**src/rtl/cp0_pkg.sv**
```systemverilog
// Shared CP0 constants: register numbers, exception codes and field positions.
// The D-stage legality unit imports the same definitions when it raises RI.
package cp0_pkg;

    localparam logic [4:0] REG_SR    = 5'd12;
    localparam logic [4:0] REG_CAUSE = 5'd13;
    localparam logic [4:0] REG_EPC   = 5'd14;
    localparam logic [4:0] REG_PRID  = 5'd15;

    localparam logic [4:0] EXC_INT  = 5'd0;
    localparam logic [4:0] EXC_ADEL = 5'd4;
    localparam logic [4:0] EXC_ADES = 5'd5;
    localparam logic [4:0] EXC_RI   = 5'd10;
    localparam logic [4:0] EXC_OV   = 5'd12;

    localparam int SR_IE_BIT    = 0;
    localparam int SR_EXL_BIT   = 1;
    localparam int IM_LO        = 10;
    localparam int IM_HI        = 15;
    localparam int CAUSE_BD_BIT = 31;
    localparam int EXC_LO       = 2;
    localparam int EXC_HI       = 6;

    localparam logic [31:0] PRID_DEFAULT = 32'h2019_0701;
    // Exception vector, consumed by the PC mux only.
    localparam logic [31:0] HANDLER_PC   = 32'h0000_4180;

    function automatic logic [31:0] word_align(input logic [31:0] a);
        return a & 32'hFFFF_FFFC;
    endfunction

endpackage

```
**src/rtl/cp0_unit_arbiter.sv**
```systemverilog
// Combinational interrupt/exception arbitration for CP0.
// An enabled interrupt wins over a simultaneous M-stage exception.
module cp0_arbiter
    import cp0_pkg::*;
(
    input  logic [5:0] i_hwint,
    input  logic [5:0] i_im,
    input  logic       i_ie,
    input  logic       i_exl,
    input  logic [4:0] i_exc_code_m,
    output logic       o_int_req,
    output logic       o_exc_req,
    output logic       o_take,
    output logic [4:0] o_next_exc_code
);

    logic w_int_req;
    logic w_exc_req;

    // Live HWInt is used, not the latched IP, so the request has no cycle of lag.
    assign w_int_req       = (|(i_hwint & i_im)) & i_ie & ~i_exl;
    assign w_exc_req       = (i_exc_code_m != EXC_INT) & ~i_exl;
    assign o_int_req       = w_int_req;
    assign o_exc_req       = w_exc_req;
    assign o_take          = w_int_req | w_exc_req;
    assign o_next_exc_code = w_int_req ? EXC_INT : i_exc_code_m;

endmodule

```
**src/rtl/cp0_unit.sv**
```systemverilog
// CP0 register file (SR, Cause, EPC, PRId) with exception entry, eret and mtc0/mfc0.
// Per-edge priority: reset, then exception entry, then eret, then mtc0.
module cp0_unit
    import cp0_pkg::*;
#(
    parameter logic [31:0] PRID = PRID_DEFAULT
) (
    input  logic        clk,
    input  logic        reset,
    input  logic [4:0]  A1,
    input  logic [4:0]  A2,
    input  logic [31:0] DIn,
    input  logic        WE,
    input  logic [31:0] PC_M,
    input  logic        BD_M,
    input  logic [4:0]  ExcCode_M,
    input  logic [5:0]  HWInt,
    input  logic        EXLClr,
    output logic        IntReq,
    output logic [31:0] EPC,
    output logic [31:0] DOut
);

    logic [5:0]  r_im;
    logic        r_exl;
    logic        r_ie;
    logic        r_bd;
    logic [5:0]  r_ip;
    logic [4:0]  r_exc_code;
    logic [31:0] r_epc;

    logic        w_int_req;
    logic        w_exc_req;
    logic        w_take;
    logic [4:0]  w_next_exc_code;
    logic [31:0] w_victim_pc;
    logic [31:0] w_victim_epc;
    logic [31:0] w_sr;
    logic [31:0] w_cause;

    cp0_arbiter u_arbiter (
        .i_hwint         (HWInt),
        .i_im            (r_im),
        .i_ie            (r_ie),
        .i_exl           (r_exl),
        .i_exc_code_m    (ExcCode_M),
        .o_int_req       (w_int_req),
        .o_exc_req       (w_exc_req),
        .o_take          (w_take),
        .o_next_exc_code (w_next_exc_code)
    );

    // A delay-slot victim restarts at its branch so the branch is re-executed.
    assign w_victim_pc  = word_align(PC_M);
    assign w_victim_epc = BD_M ? (w_victim_pc - 32'd4) : w_victim_pc;

    always_ff @(posedge clk) begin
        if (reset) begin
            r_im       <= '0;
            r_exl      <= 1'b0;
            r_ie       <= 1'b0;
            r_bd       <= 1'b0;
            r_ip       <= '0;
            r_exc_code <= '0;
            r_epc      <= '0;
        end else begin
            r_ip <= HWInt;
            if (w_take) begin
                r_exl      <= 1'b1;
                r_bd       <= BD_M;
                r_exc_code <= w_next_exc_code;
                r_epc      <= w_victim_epc;
            end else if (EXLClr) begin
                r_exl <= 1'b0;
            end else if (WE) begin
                // Cause is read-only to software; PRId and unknown numbers are ignored.
                if (A2 == REG_SR) begin
                    r_im  <= DIn[IM_HI:IM_LO];
                    r_exl <= DIn[SR_EXL_BIT];
                    r_ie  <= DIn[SR_IE_BIT];
                end else if (A2 == REG_EPC) begin
                    r_epc <= word_align(DIn);
                end
            end
        end
    end

    always_comb begin
        w_sr                      = '0;
        w_sr[IM_HI:IM_LO]         = r_im;
        w_sr[SR_EXL_BIT]          = r_exl;
        w_sr[SR_IE_BIT]           = r_ie;
        w_cause                   = '0;
        w_cause[CAUSE_BD_BIT]     = r_bd;
        w_cause[IM_HI:IM_LO]      = r_ip;
        w_cause[EXC_HI:EXC_LO]    = r_exc_code;
    end

    // No write-to-read bypass: the pipeline stalls mfc0 behind an M-stage mtc0.
    always_comb begin
        DOut = '0;
        case (A1)
            REG_SR:    DOut = w_sr;
            REG_CAUSE: DOut = w_cause;
            REG_EPC:   DOut = r_epc;
            REG_PRID:  DOut = PRID;
            default:   DOut = '0;
        endcase
    end

    assign IntReq = w_take;
    assign EPC    = r_epc;

endmodule

```
**config.mk**
```make
export PLATFORM = sky130hd
export DESIGN_NAME = cp0_unit
export DESIGN_NICKNAME = d
export VERILOG_FILES = /design/src/rtl/cp0_pkg.sv /design/src/rtl/cp0_unit_arbiter.sv /design/src/rtl/cp0_unit.sv
export SDC_FILE = /design/constraint.sdc
export NUM_CORES = 1
export LEC_CHECK = 0
export CAP_MARGIN = 20
export CORE_MARGIN = 5
export CORE_UTILIZATION = 46
export CTS_CLUSTER_DIAMETER = 60
export DETAILED_ROUTE_END_ITERATION = 16
export GPL_TIMING_DRIVEN = 0
export PLACE_DENSITY = 0.85
export SYNTH_ARGS = -nofsm -noshare
export SYNTH_HDL_FRONTEND = slang
export SYNTH_SLANG_ARGS = --single-unit
```
**constraint.sdc**
```tcl
create_clock -name clk -period 3.9 [get_ports clk]
set_input_delay 0.975 -clock clk [delete_from_list [all_inputs] [get_ports clk]]
set_output_delay 0.975 -clock clk [all_outputs]
set_load 0.02 [all_outputs]
```
==> impl_metrics.csv, run 1 <==
group,metric,value,unit
timing,drv_slew,0,
clocking,htreeDepth,2,
pwr,power_density,258,nW/um^2
worst_hold_path,hold_path.class,"reg -> reg",
timing,rsz0062_at_grt,"false",
synth,synth_area,3490,um^2
grt,grt_usage,28.9,%
die,rows,31,
synth,syn_inst,437,
timing,tightest_slew,1.03,ns
detailed_routing,antenna_left,0,
worst_setup_path,ff2ff_path_depth,5,
timing,max_freq,0.262,GHz
run,maxCapViolCount,0,
synth,ys_types,56,
clocking,cts_tree,"yes",
outcome,status,"finished, final reports clean",
final_layout,diodes,0,
grt,grt_pass1_vias,4263,
worst_setup_path,critical_path_class,"in -> out",
detailed_routing,drt-pass1-iter-count,5,
grt,grt_pass1_wl,22500,um
timing,fin_hold_ws,0.478,ns
worst_hold_path,hp-start,"r_exc_code[1]$_SDFFE_PP0P_",
die,die_h,97.1,um
detailed_routing,post_drt_wl_per_cell,20.6,um
detailed_routing,drt_iter0_markers,435,
clocking,clockBufferDepth,2,
timing,fin_crit,3.81,ns
die,fp.dieW,97.1,um
clocking,clk_latency,0.33,ns
worst_setup_path,worst_setup_path_start_kind,"primary input",
place,placed_area,5070,um^2
timing,finalClockSkew,0.0125,ns
clocking,cts-root-buf,"clkbuf_8",
pwr,sw_frac_of_total,34.0,%
worst_setup_path,worstSetupEndpointType,"output pin",
grt,grt_antenna_before_repair,0,
final_layout,layout.nets,682,
final_layout,final_layout_size_suffix_gt1_share,7.60,%
synth,yosysSeqAreaShare,28.7,%
clocking,cts_sinks,50,
pwr,switchingPower,0.000460,W
final_layout,area.growth.synth_to_final,49.9,%
pwr,seqPwrFrac,43.1,%
place,place_hpwl,10800,um
worst_setup_path,rr_startpoint,"r_im[2]$_SDFFE_PP0P_",
synth,synth-async-reset-ratio,0,%
die,core-area,7330,um^2
detailed_routing,via_per_inst,6.44,
place,gp_congestion,0.920,
detailed_routing,routed_wl,14200,um
worst_setup_path,rrSetupSlack,1.71,ns
die,io_pins,155,
worst_setup_path,path_max_fanout,10,
place,place_inst,682,
timing,fin_ws,0.0879,ns
grt,grt_max_degree,19,
worst_setup_path,timing.rr.end,"EPC[7]$_SDFFE_PP0P_",
synth,ys_seq_elements,50,
final_layout,final_cell_area,5230,um^2
synth,synthFlopType,"dfxtp_1",
synth,yosys_warnings,0,
clocking,clk_pin_slew,0.11,ns
pwr,combPwrFrac,32.1,%
clocking,postCtsHoldBufs,0,
synth,yosysTopAreaCell,"dfxtp_1",
place,place_ws,-0.579,ns
timing,hold_viol,0,
timing,fin_crit_sh,97.7,%
final_layout,fin_cells,691,
die,start_util,47.6,%
die,die-area,9430,um^2
timing,max_slew_margin,30.7,%
worst_setup_path,arrival,2.84,ns
pwr,vdd_drop_max,0.160,mV
worst_hold_path,holdPathStages,2,
worst_setup_path,cp.required,2.92,ns
synth,synth_edf_count,0,
worst_hold_path,whs_endpoint,"r_exc_code[1]$_SDFFE_PP0P_",
pwr,pwr-share-clk,24.8,%
detailed_routing,drc,0,
synth,syn_avg_cell_area,7.99,um^2
timing,fin_tns_setup,0,ns
pwr,p_int,0.000892,W
synth,synth.area.top_cells,"dfxtp_1 (29%), o31ai_1 (8.2%), nand4_1 (6.6%)",
detailed_routing,vias,4448,
synth,synth_top_area_share,28.7,%
grt,globalRoute.totalOverflow,0,
place,place.port_buffers,145,
timing,setup_viol,0,
clocking,cts_inserted_buffers,5,
pwr,leakage,1.97,nW
## critical path: stages
cell and delay [ns]:
clkdlybuf4s50_1 0.53, buf_2 0.27, nand2_2 0.22, nor2_1 0.19, clkdlybuf4s50_1 0.64
## metal layers
layer,track usage [%],vias up,wire [um]
met5,0,-,0
met4,10.4,0,467
met3,5.67,45,1250
met2,48.5,278,6840
met1,36.7,2094,5670
li1,-,2031,-
## power by group through the flow
| stage | clock (W) | combinational [W] | sequential (W) |
|---|---|---|---|
| global route | 0.000358 | 0.000463 | 0.000586 |
| detailed placement | 0 | 0.000422 | 0.000592 |
| CTS | 0.000332 | 0.000429 | 0.000580 |
| floorplan | 0 | 0.000167 | 0.000617 |
| finish | 0.000336 | 0.000434 | 0.000582 |
| global placement | 0 | 0.000413 | 0.000591 |
## cell type report
class / count / area [um^2]
repair buffers: 147 / 1490
inverters: 10 / 37.5
well taps: 99 / 124
plain buffers: 44 / 200
fillers: 570 / 2100
multi-input cells: 333 / 2280
flip-flops and latches: 50 / 1000
clock buffers: 5 / 68.8
clock inverters: 3 / 28.8
## Yosys cell counts (4+ instances only)
master and count:
a41o_1 15, and4_1 4, o21ai_0 8, nor2_1 33, a21oi_1 24, a22oi_1 6, buf_2 7, xor2_1 7
o21a_1 4, a31oi_1 14, or4_1 9, nand4_1 37, and2_1 12, clkbuf_1 31, nand3_1 12, o31ai_1 38
dfxtp_1 50, mux2i_1 14, nor3_1 7, nor4_1 7, nor2b_1 12, inv_1 9, a211oi_1 16, or3_1 10
nand2_1 5
## kinds of logic after synthesis
| logic type | after synthesis | synth area share (%) |
|---|---|---|
| AO/OA/AOI/OAI | 142 | 29.6 |
| XOR/XNOR | 8 | 2.01 |
| adder cells (fa/ha/maj) | 1 | 0.358 |
| buffers and inverters | 55 | 6.63 |
| flip-flops | 50 | 28.7 |
| multiplexers | 14 | 4.01 |
| other | 1 | 0.107 |
| AND/OR/NAND/NOR | 166 | 28.6 |
## repair_timing
action                     in CTS  in global routing
buffers inserted                2                  0
setup endpoints to repair      29                 23
resized for setup              10                 20
## worst max-delay path by stage
stage,start,to,slack (ns),depth (start not counted)
global route,A1[1],DOut[13],0.006,7
CTS,A1[1],DOut[9],0.01,5
finish,A1[1],DOut[9],0.09,5
global placement,A1[1],DOut[26],-0.57,6
detailed placement,A1[1],DOut[26],-0.58,6
floorplan,ExcCode_M[3],IntReq,0.74,5
## flip-flops by register name, summed over array words and instances (netlist names)
name        count
r_ip            6
r_im            6
r_exc_code      5
r_ie            1
EPC            30
r_exl           1
r_bd            1
## metrics by stage
step / power [W] / utilization [%]
6_report: 0.00135 / 71.4
3_3_place_gp: 0.00100 / 69.2
3_5_place_dp: 0.00101 / 69.2
2_1_floorplan: 0.000784 / -
5_1_grt: 0.00141 / 71.4
4_1_cts: 0.00134 / 70.9
## placed cells by master, fill, tap and decap left out, types with 3 or more instances in the layout
cell               n
clkdlybuf4s50_1  133
dfxtp_1           50
o31ai_1           38
nand4_1           37
nor2_1            32
clkbuf_1          27
a21oi_1           24
a211oi_1          16
a41o_1            15
mux2i_1           14
a31oi_1           14
and2_1            12
nand3_1           12
dlymetal6s2s_1    11
nor2b_1           10
or3_1             10
or4_1              9
inv_1              8
buf_2              8
o21ai_0            8
nor3_1             7
nor4_1             7
xor2_1             7
a22oi_1            6
clkbuf_8           5
o21a_1             4
nand2_1            4
and4_1             4
buf_4              4
a22o_1             3
clkbuf_2           3
o211a_1            3
nor4_2             3
or2_2              3
No activity file was read; power rests on OpenSTA's default activity.
==> run 2, diff against run 1 <==
--- a/config.mk
+++ b/config.mk
@@ -6,7 +6,6 @@
 export NUM_CORES = 1
 export LEC_CHECK = 0
 export CAP_MARGIN = 20
-export CORE_MARGIN = 5
 export CORE_UTILIZATION = 46
 export CTS_CLUSTER_DIAMETER = 60
 export DETAILED_ROUTE_END_ITERATION = 16
==> impl_metrics.csv, run 2 (synthesis gave the netlist of run 1 again) <==
group,metric,value,unit
timing,max_freq,0.262,GHz
grt,grt_max_degree,17,
timing,rsz0062_at_grt,"false",
detailed_routing,drt_iter0_markers,472,
die,die-area,7940,um^2
die,core-area,7290,um^2
worst_setup_path,worst_setup_path_start_kind,"primary input",
worst_setup_path,worstSetupEndpointType,"output pin",
timing,drv_slew,0,
worst_setup_path,path_max_fanout,10,
place,place_hpwl,10300,um
die,start_util,47.9,%
final_layout,largest_reg_flops,30,
worst_setup_path,critical_path_class,"in -> out",
detailed_routing,vias,4465,
clocking,clk_latency,0.32,ns
clocking,cts_inserted_buffers,5,
detailed_routing,routed_wl,13500,um
clocking,cts-root-buf,"clkbuf_8",
detailed_routing,via_per_inst,6.45,
worst_setup_path,cp.required,2.92,ns
detailed_routing,antenna_left,0,
pwr,pwr-share-clk,27.3,%
pwr,vdd_drop_max,0.140,mV
pwr,p_int,0.000950,W
final_layout,seq_area,1000,um^2
timing,hold_viol,0,
grt,grt_antenna_before_repair,0,
final_layout,final_cell_mix,"clkdlybuf4s50_1 (135), dfxtp_1 (50), o31ai_1 (38)",
pwr,leakage,1.93,nW
pwr,sw_frac_of_total,31.9,%
final_layout,final_layout_size_suffix_gt1_share,7.76,%
place,place.port_buffers,145,
final_layout,diodes,0,
detailed_routing,post_drt_wl_per_cell,19.5,um
final_layout,n_fill_cell,586,
place,place_ws,-0.633,ns
final_layout,fin_util,72.1,%
clocking,htreeDepth,2,
pwr,switchingPower,0.000445,W
timing,tightest_slew,1.10,ns
die,fp.dieW,89.1,um
detailed_routing,drc,0,
timing,finalClockSkew,0.0104,ns
timing,fin_crit_sh,97.8,%
grt,grt_pass1_wl,19900,um
place,placed_area,5070,um^2
outcome,status,"finished, final reports clean",
clocking,clk_pin_slew,0.10,ns
grt,grt_usage,32.9,%
clocking,cts_sinks,50,
final_layout,multiInputGateArea,2280,um^2
clocking,clockBufferDepth,2,
die,rows,31,
final_layout,area.growth.synth_to_final,50.5,%
timing,fin_hold_ws,0.475,ns
worst_setup_path,arrival,2.84,ns
grt,grt_pass1_vias,3933,
clocking,postCtsHoldBufs,0,
timing,fin_crit,3.81,ns
pwr,seqPwrFrac,41.7,%
timing,max_slew_margin,25.7,%
timing,fin_ws,0.0855,ns
final_layout,final_common_cell,"clkdlybuf4s50_1",
timing,setup_viol,0,
run,maxCapViolCount,0,
final_layout,final_cell_area,5260,um^2
clocking,cts_tree,"yes",
detailed_routing,drt-pass1-iter-count,5,
final_layout,layout.nets,683,
grt,globalRoute.totalOverflow,0,
pwr,power_density,266,nW/um^2
die,die_h,89.1,um
die,io_pins,155,
worst_hold_path,hold_path.class,"reg -> reg",
place,gp_congestion,0.961,
pwr,combPwrFrac,31.0,%
## run 2: through the flow
step / power, W / std cells / TNS, ns
final: 0.00140 / 692 / 0
after global routing: 0.00144 / 692 / 0
after CTS: 0.00138 / 692 / 0
after detailed placement: 0.00101 / 682 / -8.60
after global placement: 0.00100 / 682 / -7.01
after floorplan: 0.000784 / 438 / 0
## run 2: power groups by stage
stage / clock (W) / combinational (W) / sequential, W
floorplan: 0 / 0.000167 / 0.000617
global route: 0.000401 / 0.000458 / 0.000584
finish: 0.000381 / 0.000433 / 0.000581
detailed placement: 0 / 0.000419 / 0.000591
CTS: 0.000378 / 0.000425 / 0.000580
global placement: 0 / 0.000411 / 0.000590
## run 2: worst max-delay path, stage by stage
cell             delay [ns]
clkdlybuf4s50_1        0.54
nor2b_4                0.17
nor2b_2                0.20
clkbuf_4               0.23
and2_1                 0.14
clkdlybuf4s50_1        0.59
## run 2: timing repair
action,in CTS,in global routing
endpoints found under the setup margin,29,13
resized for setup,12,12
buffers inserted,3,0
gates cloned,0,0
## run 2: path summary, 6_finish.rpt
check                              from                          to  slack (ns)  cells after the start
max                               A1[1]                    DOut[17]        0.09                      6
min          r_exc_code[4]$_SDFFE_PP0P_  r_exc_code[4]$_SDFFE_PP0P_        0.48                      2
max reg2reg        r_im[2]$_SDFFE_PP0P_        r_im[2]$_SDFFE_PP0P_        1.70                      6
min reg2reg  r_exc_code[4]$_SDFFE_PP0P_  r_exc_code[4]$_SDFFE_PP0P_        0.48                      2
## run 2: cell type report
cell class	instances	share of cell area (%)
inverter	10	0.714
multi-input combinational	333	43.5
buffer	44	3.74
clock inverter	3	0.857
sequential	50	19.0
clock buffer	5	1.31
tap	99	2.36
timing repair buffer	148	28.5
## run 2: per-layer routing
layer | share of wire (%) | vias up | track usage [%] | routed length [um]
li1 | - | 2024 | - | -
met1 | 39 | 2078 | 43.0 | 5310
met2 | 48 | 322 | 54.7 | 6410
met3 | 10 | 41 | 5.54 | 1340
met4 | 3.1 | 0 | 12.0 | 417
met5 | 0 | - | 0 | 0
